**config.mk**
```make
export PLATFORM = sky130hd
export DESIGN_NAME = apb_master_flat
export DESIGN_NICKNAME = d
export VERILOG_FILES = /design/src/rtl/apb_master_pkg.sv /design/src/rtl/apb_master_if.sv /design/src/rtl/apb_master_wait_timer.sv /design/src/rtl/apb_master.sv /design/src/flat_wrapper.sv
export SDC_FILE = /design/constraint.sdc
export NUM_CORES = 1
export LEC_CHECK = 0
export ABC_AREA = 1
export ABC_CLOCK_PERIOD_IN_PS = 1700
export BUFFER_PORTS_ARGS = -buffer_cell sky130_fd_sc_hd__buf_2
export CORE_UTILIZATION = 45
export CTS_CLUSTER_DIAMETER = 30
export CTS_CLUSTER_SIZE = 14
export DETAILED_ROUTE_END_ITERATION = 7
export GPL_ROUTABILITY_DRIVEN = 0
export PLACE_DENSITY = 0.81
export SYNTH_ARGS = -nofsm -noshare
export SYNTH_HDL_FRONTEND = slang
export SYNTH_HIERARCHICAL = 1
export SYNTH_SLANG_ARGS = --single-unit
```
**constraint.sdc**
```tcl
create_clock -name clk -period 1.7 [get_ports clk]
set_input_delay 0.085 -clock clk [delete_from_list [all_inputs] [get_ports clk]]
set_output_delay 0.085 -clock clk [all_outputs]
set_load 0.1 [all_outputs]
```
**src/rtl/apb_master_pkg.sv**
```systemverilog
// Shared constants for apb_master: FSM state encoding and APB slave select codes.
package apb_master_pkg;

   localparam logic [1:0] ST_IDLE   = 2'd0;
   localparam logic [1:0] ST_SETUP  = 2'd1;
   localparam logic [1:0] ST_ACCESS = 2'd2;

   localparam logic [1:0] PSEL_GPIO = 2'b01;
   localparam logic [1:0] PSEL_UART = 2'b10;

endpackage

```
**src/rtl/apb_master_if.sv**
```systemverilog
// APB bus bundle between apb_master (requester) and the GPIO/UART slaves.
interface apb_master_if #(
   parameter int unsigned ADDR_W = 32,
   parameter int unsigned DATA_W = 32,
   parameter int unsigned SEL_W  = 2
);

   logic [ADDR_W-1:0] pAdd;
   logic [DATA_W-1:0] pwData;
   logic [SEL_W-1:0]  psel;
   logic              pen;
   logic              pwr;
   logic [DATA_W-1:0] prdata;
   logic              pready;
   logic              pslverr;

   modport master (
      output pAdd, pwData, psel, pen, pwr,
      input  prdata, pready, pslverr
   );

   modport slave (
      input  pAdd, pwData, psel, pen, pwr,
      output prdata, pready, pslverr
   );

endinterface

```
**src/rtl/apb_master_wait_timer.sv**
```systemverilog
// ACCESS-phase wait counter; expired marks the LIMIT-th consecutive enabled cycle.
module apb_wait_timer #(
   parameter int unsigned LIMIT = 1024
) (
   input  logic clk,
   input  logic rst_n,
   input  logic clear,
   input  logic enable,
   output logic expired
);

   localparam int unsigned CW = $clog2(LIMIT + 1);

   logic [CW-1:0] count;

   always_ff @(posedge clk or negedge rst_n) begin
      if (!rst_n) begin
         count <= '0;
      end else if (clear) begin
         count <= '0;
      end else if (enable) begin
         count <= count + CW'(1);
      end
   end

   assign expired = enable && (count == CW'(LIMIT - 1));

endmodule

```
**src/rtl/apb_master.sv**
```systemverilog
// APB requester: one command -> SETUP+ACCESS transfer -> one-cycle response.
// Optional ACCESS timeout abort is enabled by defining APB_TIMEOUT_EN.
module apb_master
   import apb_master_pkg::*;
#(
   parameter int unsigned ADDR_W         = 32,
   parameter int unsigned DATA_W         = 32,
   parameter int unsigned SEL_W          = 2,
   parameter int unsigned TIMEOUT_CYCLES = 1024
) (
   input  logic              clk,
   input  logic              rst_n,
   input  logic              cmd_valid,
   output logic              cmd_ready,
   input  logic              cmd_wr,
   input  logic [SEL_W-1:0]  cmd_psel,
   input  logic [ADDR_W-1:0] cmd_addr,
   input  logic [DATA_W-1:0] cmd_wdata,
   output logic              rsp_valid,
   output logic [DATA_W-1:0] rsp_rdata,
   output logic              rsp_err,
   output logic              rsp_timeout,
   apb_master_if.master      bus
);

   logic [1:0] state;
   logic       expired;

   if (TIMEOUT_CYCLES < 1) begin : g_bad_timeout
      $error("apb_master: TIMEOUT_CYCLES must be >= 1");
   end

`ifdef APB_TIMEOUT_EN
   apb_wait_timer #(.LIMIT(TIMEOUT_CYCLES)) u_wait_timer (
      .clk     (clk),
      .rst_n   (rst_n),
      .clear   (state != ST_ACCESS),
      .enable  (state == ST_ACCESS),
      .expired (expired)
   );
`else
   assign expired = 1'b0;
`endif

   assign cmd_ready = (state == ST_IDLE);

   // The bus registers double as the command latch: they hold the accepted
   // command stable from SETUP through the end of ACCESS.
   always_ff @(posedge clk or negedge rst_n) begin
      if (!rst_n) begin
         state       <= ST_IDLE;
         bus.pAdd    <= '0;
         bus.pwData  <= '0;
         bus.psel    <= '0;
         bus.pen     <= 1'b0;
         bus.pwr     <= 1'b0;
         rsp_valid   <= 1'b0;
         rsp_rdata   <= '0;
         rsp_err     <= 1'b0;
         rsp_timeout <= 1'b0;
      end else begin
         rsp_valid <= 1'b0;
         case (state)
            ST_IDLE: begin
               if (cmd_valid) begin
                  if ($countones(cmd_psel) == 1) begin
                     state      <= ST_SETUP;
                     bus.psel   <= cmd_psel;
                     bus.pAdd   <= cmd_addr;
                     bus.pwr    <= cmd_wr;
                     bus.pwData <= cmd_wr ? cmd_wdata : '0;
                  end else begin
                     rsp_valid   <= 1'b1;
                     rsp_err     <= 1'b1;
                     rsp_timeout <= 1'b0;
                     rsp_rdata   <= '0;
                  end
               end
            end
            ST_SETUP: begin
               bus.pen <= 1'b1;
               state   <= ST_ACCESS;
            end
            ST_ACCESS: begin
               // pready on the final counted cycle takes priority over the abort.
               if (bus.pready) begin
                  state       <= ST_IDLE;
                  bus.psel    <= '0;
                  bus.pen     <= 1'b0;
                  rsp_valid   <= 1'b1;
                  rsp_err     <= bus.pslverr;
                  rsp_timeout <= 1'b0;
                  rsp_rdata   <= bus.pwr ? '0 : bus.prdata;
               end else if (expired) begin
                  state       <= ST_IDLE;
                  bus.psel    <= '0;
                  bus.pen     <= 1'b0;
                  rsp_valid   <= 1'b1;
                  rsp_err     <= 1'b1;
                  rsp_timeout <= 1'b1;
                  rsp_rdata   <= '0;
               end
            end
            default: state <= ST_IDLE;
         endcase
      end
   end

endmodule

```
**src/flat_wrapper.sv**
```systemverilog
// flat-port wrapper written by rule: the top's interface ports become plain ports
module apb_master_flat import apb_master_pkg::*;
#(
   parameter int unsigned ADDR_W         = 32,
   parameter int unsigned DATA_W         = 32,
   parameter int unsigned SEL_W          = 2,
   parameter int unsigned TIMEOUT_CYCLES = 1024
)
  (clk, rst_n, cmd_valid, cmd_ready, cmd_wr, cmd_psel, cmd_addr, cmd_wdata, rsp_valid, rsp_rdata, rsp_err, rsp_timeout, bus_pAdd, bus_pwData, bus_psel, bus_pen, bus_pwr, bus_prdata, bus_pready, bus_pslverr);
  apb_master_if #(.ADDR_W(ADDR_W), .DATA_W(DATA_W), .SEL_W(SEL_W)) bus_i ();
  input  logic clk;
  input  logic rst_n;
  input  logic cmd_valid;
  output logic cmd_ready;
  input  logic cmd_wr;
  input  logic [SEL_W-1:0] cmd_psel;
  input  logic [ADDR_W-1:0] cmd_addr;
  input  logic [DATA_W-1:0] cmd_wdata;
  output logic rsp_valid;
  output logic [DATA_W-1:0] rsp_rdata;
  output logic rsp_err;
  output logic rsp_timeout;
  output wire logic [$bits(bus_i.pAdd)-1:0] bus_pAdd;
  output wire logic [$bits(bus_i.pwData)-1:0] bus_pwData;
  output wire logic [$bits(bus_i.psel)-1:0] bus_psel;
  output wire logic [$bits(bus_i.pen)-1:0] bus_pen;
  output wire logic [$bits(bus_i.pwr)-1:0] bus_pwr;
  input wire logic [$bits(bus_i.prdata)-1:0] bus_prdata;
  input wire logic [$bits(bus_i.pready)-1:0] bus_pready;
  input wire logic [$bits(bus_i.pslverr)-1:0] bus_pslverr;
  assign bus_pAdd = bus_i.pAdd;
  assign bus_pwData = bus_i.pwData;
  assign bus_psel = bus_i.psel;
  assign bus_pen = bus_i.pen;
  assign bus_pwr = bus_i.pwr;
  assign bus_i.prdata = bus_prdata;
  assign bus_i.pready = bus_pready;
  assign bus_i.pslverr = bus_pslverr;
  apb_master #(.ADDR_W(ADDR_W), .DATA_W(DATA_W), .SEL_W(SEL_W), .TIMEOUT_CYCLES(TIMEOUT_CYCLES)) u_core (.clk(clk), .rst_n(rst_n), .cmd_valid(cmd_valid), .cmd_ready(cmd_ready), .cmd_wr(cmd_wr), .cmd_psel(cmd_psel), .cmd_addr(cmd_addr), .cmd_wdata(cmd_wdata), .rsp_valid(rsp_valid), .rsp_rdata(rsp_rdata), .rsp_err(rsp_err), .rsp_timeout(rsp_timeout), .bus(bus_i));
endmodule
```
# [Word-level counts from Yosys, hierarchy flattened]
# Index checks and enable logic that the tools add are counted.
[op_classes] addsub=1 n_eq_ne=7 muxes=26 reduce_logical=8
[ops] operator="$mux 32" count=5
[ops] operator="$pmux 32 s2" count=1
[ops] operator="$eq 32x2->1 const B" count=1
[ops] operator="$mux 2" count=5
[ops] operator="$mux 1" count=9
[ops] operator="$pmux 1 s2" count=4
[ops] operator="$reduce_and 4->1" count=2
[ops] operator="$ne 2x2->1 const B" count=3
[ops] operator="$pmux 2 s3" count=1
[ops] operator="$reduce_and 3->1" count=2
[ops] operator="$pmux 2 s2" count=1
[ops] operator="$reduce_bool 2->1" count=2
[ops] operator="$add 1x1->2" count=1
[ops] operator="$eq 2x1->1 const B" count=1
[ops] operator="$eq 2x2->1 const B" count=1
[ops] operator="$logic_not 2->1" count=1
[ops] operator="$ne 2x1->1 const B" count=1
[ops] operator="$reduce_and 2->1" count=1
[totals] register_bits=105 out_inout_bits=104 word_cells=52

# [Longest topological paths before layout]
[depth] depth_word=5 depth_mapped=8 depth_no_buf=6

# [Worst setup path after synthesis]
# Ideal clock, no wire load.
[synth_timing] kind="register to register" from="register u_core.state[0]" to="register u_core.bus.pAdd[10]" arrival_ns=1.646 setup_slack_ns=-0.068 path_stages_with_launch=9 synth_period_minus_slack_ns=1.768 cell_sequence="dfrtp_1 nor2_4 nand2_2 inv_2 nand2_1 buf_4 buf_6 nand2_1 nand2_1"
[synth_between] elab_chain_len=2
[synth_rtl] item="start, declared" line="apb_master.sv:26" source="logic [1:0] state;"
[synth_rtl] item="start signal, assigned" line="apb_master.sv:51" source="state <= ST_IDLE;"
[synth_rtl] item="start signal, assigned" line="apb_master.sv:67" source="state <= ST_SETUP;"
[synth_rtl] item="start signal, assigned" line="apb_master.sv:82" source="state <= ST_ACCESS;"
[synth_rtl] item="$logic_not 2->1"
[synth_rtl] item="named net cmd_ready" line="flat_wrapper.sv:14" source="output logic cmd_ready;"
[synth_rtl] item="$reduce_and 3->1 (no source line)"
[synth_rtl] item="end signal, assigned" line="apb_master.sv:69" source="bus.pAdd <= cmd_addr;"
[synth_rtl] item="end, declared" line="apb_master_if.sv:18" source="output pAdd, pwData, psel, pen, pwr,"
# The timed path passes the listed nets, and every way through them passes these cells.
# A chain may end at the register's enable or synchronous reset.

# [Final worst setup path]
[layout_timing] from="register u_core.state[1]" to="output cmd_ready"
[layout_between] elab_chain_len=1
[layout_rtl] item="$logic_not 2->1" line="apb_master.sv:45" source="assign cmd_ready = (state == ST_IDLE);"
[layout_rtl] item="end, declared" line="flat_wrapper.sv:14"
# No other way between the ends.

==> results.toml <==
[cts]
clock-sinks = 104
cts-root-buf = "clkbuf_8"
cts_made_buffers = 9
cts_tree = "done"
cts_post_setup_buffers_inserted = 0
htreeDepth = 3
clockBufferDepth = 2
insertion_delay_ns = 0.35
cts.clk_slew.worst_paths_ns = 0.09

[sta]
slew_headroom_pct = 62.8
post-route-period-util_pct = 88.8
hold_violations = 0
rsz0062_at_grt = "no"
finalSetupTns_ns = 0
finClkSkew_ns = 0.00987
worstMarginPinSlew_ns = 0.558
fmaxAchievable_mhz = 663
fin_crit_ns = 1.51
maxSlewViolCount = 0
whs_ns = 0.0362
setup_viol = 0

[worst_setup_path]
required_ns = 1.62
end_kind = "output port"
cp.arrival_ns = 1.42
r2r_cells = 7
r2r_end = "u_core/rsp_rdata[4]$_DFFE_PN0P_"
start_kind = "flop"
rrSetupSlack_ns = 0.24
critPathLaunch = "u_core/state[1]$_DFFE_PN0P_"
crit_type = "flop to output port"
worstPathMaxFanout = 4
rr_startpoint = "u_core/state[1]$_DFFE_PN0P_"
crit_end = "cmd_ready"

[cells_and_area]
diodes = 0
layout-drive-gt1-share_pct = 29.7
stdcell_count = 934
final_nets = 900
utilization_pct = 63.8
area_growth_pct = 35.0

[pwr]
peakVddDrop_uv = 1170
p_per_area_mw_per_mm2 = 1700
leakagePower_nw = 3.73
power_mw = 10.8

[logic_synthesis]
synth_cells = 574
syn-cell-area_mm2 = 0.00468
synth-seq-cells = 104
yosysUniqueCellTypes = 16
syn-num-nets = 678
ys_seq_area_share_pct = 55.6
synth_top_area_share_pct = 55.6
synthFlopType = "dfrtp_1"
synthTopCellsByCount = "nand2_1 (276), dfrtp_1 (104), nand3_1 (70), nor2_1 (35), nand3b_1 (32)"
synth.largest_area_cell = "dfrtp_1"
async_flop_share_pct = 100
yosys_warnings = 6
netlist_top_cells_area = "dfrtp_1 (56%), nand2_1 (22%), nand3_1 (7.5%)"
synth_edf_count = 0
syn_area_per_cell_um2 = 8.16
post-synth-top-count-cell = "nand2_1"

[floorplanning]
die-area_mm2 = 0.0108
dieHeight_um = 104
core_mm2 = 0.00991
initial_core_util_pct = 47.3
dieWidth_um = 104
num_rows = 36
io_pins = 208

[grt]
grt_pass1_vias = 4719
grt_pass1_wl_mm = 22.1
grt_max_degree = 66
antenna_found_initial = 0
track_usage_pct = 25.4
grt-ovfl-total = 0

[run]
cap_violations = 0

[detailed_routing]
wl_mm = 13.3
dr.pass1.iters = 7
detail-route-antenna-nets = 0
num_vias = 4733
wl_per_cell_um = 14.2
via_per_inst = 5.07
post-route-drc-count = 0
drtIter0Drc = 314

[worst_hold_path]
hp-class = "primary input to flop"

[outcome]
status = "complete, no violations"

[placement]
port_buffers = 206
dp_hpwl_mm = 8.64
place_inst = 884
[per-stage QoR]
stage	setup WS, ns	instance area (um^2)
floorplan	-0.0576	4690
global placement	0.348	5800
detailed placement	0.259	5800
CTS	0.164	6320
global route	0.0941	6320
finish	0.191	6320
[worst min-delay path by stage]
stage                   from                                 to  slack (ns)  cells after the start
3_5_place_dp           rst_n   u_core/rsp_rdata[19]$_DFFE_PN0P_        0.08                      1
6_report       cmd_wdata[24]  u_core/bus.pwData[24]$_DFFE_PN0P_        0.04                      4
2_1_floorplan          rst_n     u_core/bus.pAdd[0]$_DFFE_PN0P_       -0.21                      0
4_1_cts        cmd_wdata[24]  u_core/bus.pwData[24]$_DFFE_PN0P_        0.02                      4
5_1_grt        cmd_wdata[24]  u_core/bus.pwData[24]$_DFFE_PN0P_        0.04                      4
3_3_place_gp           rst_n   u_core/rsp_rdata[12]$_DFFE_PN0P_        0.08                      1
[placed cells by master, fill, tap and decap left out]
| cell | synthesis | layout |
|---|---|---|
| inv_2 | 1 | 1 |
| inv_1 | 8 | 8 |
| nor2_1 | 35 | 35 |
| buf_12 | 0 | 5 |
| clkbuf_1 | 14 | 4 |
| buf_2 | 12 | 205 |
| clkinv_2 | 0 | 1 |
| nand2_1 | 276 | 274 |
| dfrtp_1 | 104 | 104 |
| nand3_2 | 1 | 1 |
| clkinvlp_4 | 0 | 1 |
| bufinv_16 | 0 | 1 |
| conb_1 | 1 | 1 |
| nor2_4 | 1 | 1 |
| o21ai_0 | 1 | 1 |
| nand3_1 | 70 | 70 |
| buf_4 | 11 | 8 |
| nand3b_1 | 32 | 32 |
| dlygate4sd3_1 | 0 | 34 |
| nand2_2 | 3 | 5 |
| clkbuf_8 | 0 | 9 |
[flip-flops by register name (all words and copies together) (netlist names)]
name and cells:
u_core/bus.pen 1, u_core/rsp_valid 1, u_core/state 2, u_core/bus.pwr 1, u_core/bus.pAdd 32, u_core/rsp_rdata 32, u_core/rsp_err 1, u_core/bus.psel 2
u_core/bus.pwData 32
[worst max-delay path: stages, from the launching register on]
cell and delay, ns:
dfrtp_1 0.44, nor2_4 0.17, buf_2 0.46
[per-layer routing]
| layer | routed length, um | GRT usage, % | vias up |
|---|---|---|---|
| met5 | 0 | 0 | - |
| met4 | 502 | 13.1 | 0 |
| met3 | 1240 | 6.95 | 49 |
| met2 | 6440 | 42.9 | 278 |
| met1 | 5110 | 29.6 | 2179 |
| li1 | - | - | 2227 |
[where the power goes]
group	leakage (nW)	internal (mW)	switching [mW]	total [mW]
clock	0.0876	0.683	0.788	1.47
combinational	2.29	0.869	5.11	5.97
sequential	1.35	3.00	0.320	3.32
[final cells by class]
| type | instances | area, um^2 |
|---|---|---|
| fillers | 826 | 3590 |
| flip-flops and latches | 104 | 2600 |
| multi-input cells | 420 | 1810 |
| repair buffers | 252 | 1530 |
| well taps | 133 | 166 |
| clock buffers | 13 | 139 |
| clock inverters | 3 | 42.5 |
| inverters | 9 | 33.8 |
[kinds of logic after synthesis]
logic type             Yosys count  share of synthesized area, %
DFF                            104                          55.6
buffers and inverters           50                          5.85
and+or+nand+nor                418                          38.4
other                            1                        0.0801
AOI/OAI and AO/OA                1                         0.107
[timing repair]
action                    4_1_cts  5_1_grt
hold buffers                   34        0
hold endpoints to repair       67        0
resized for setup               0        0
No activity file was read; power rests on OpenSTA's default activity.
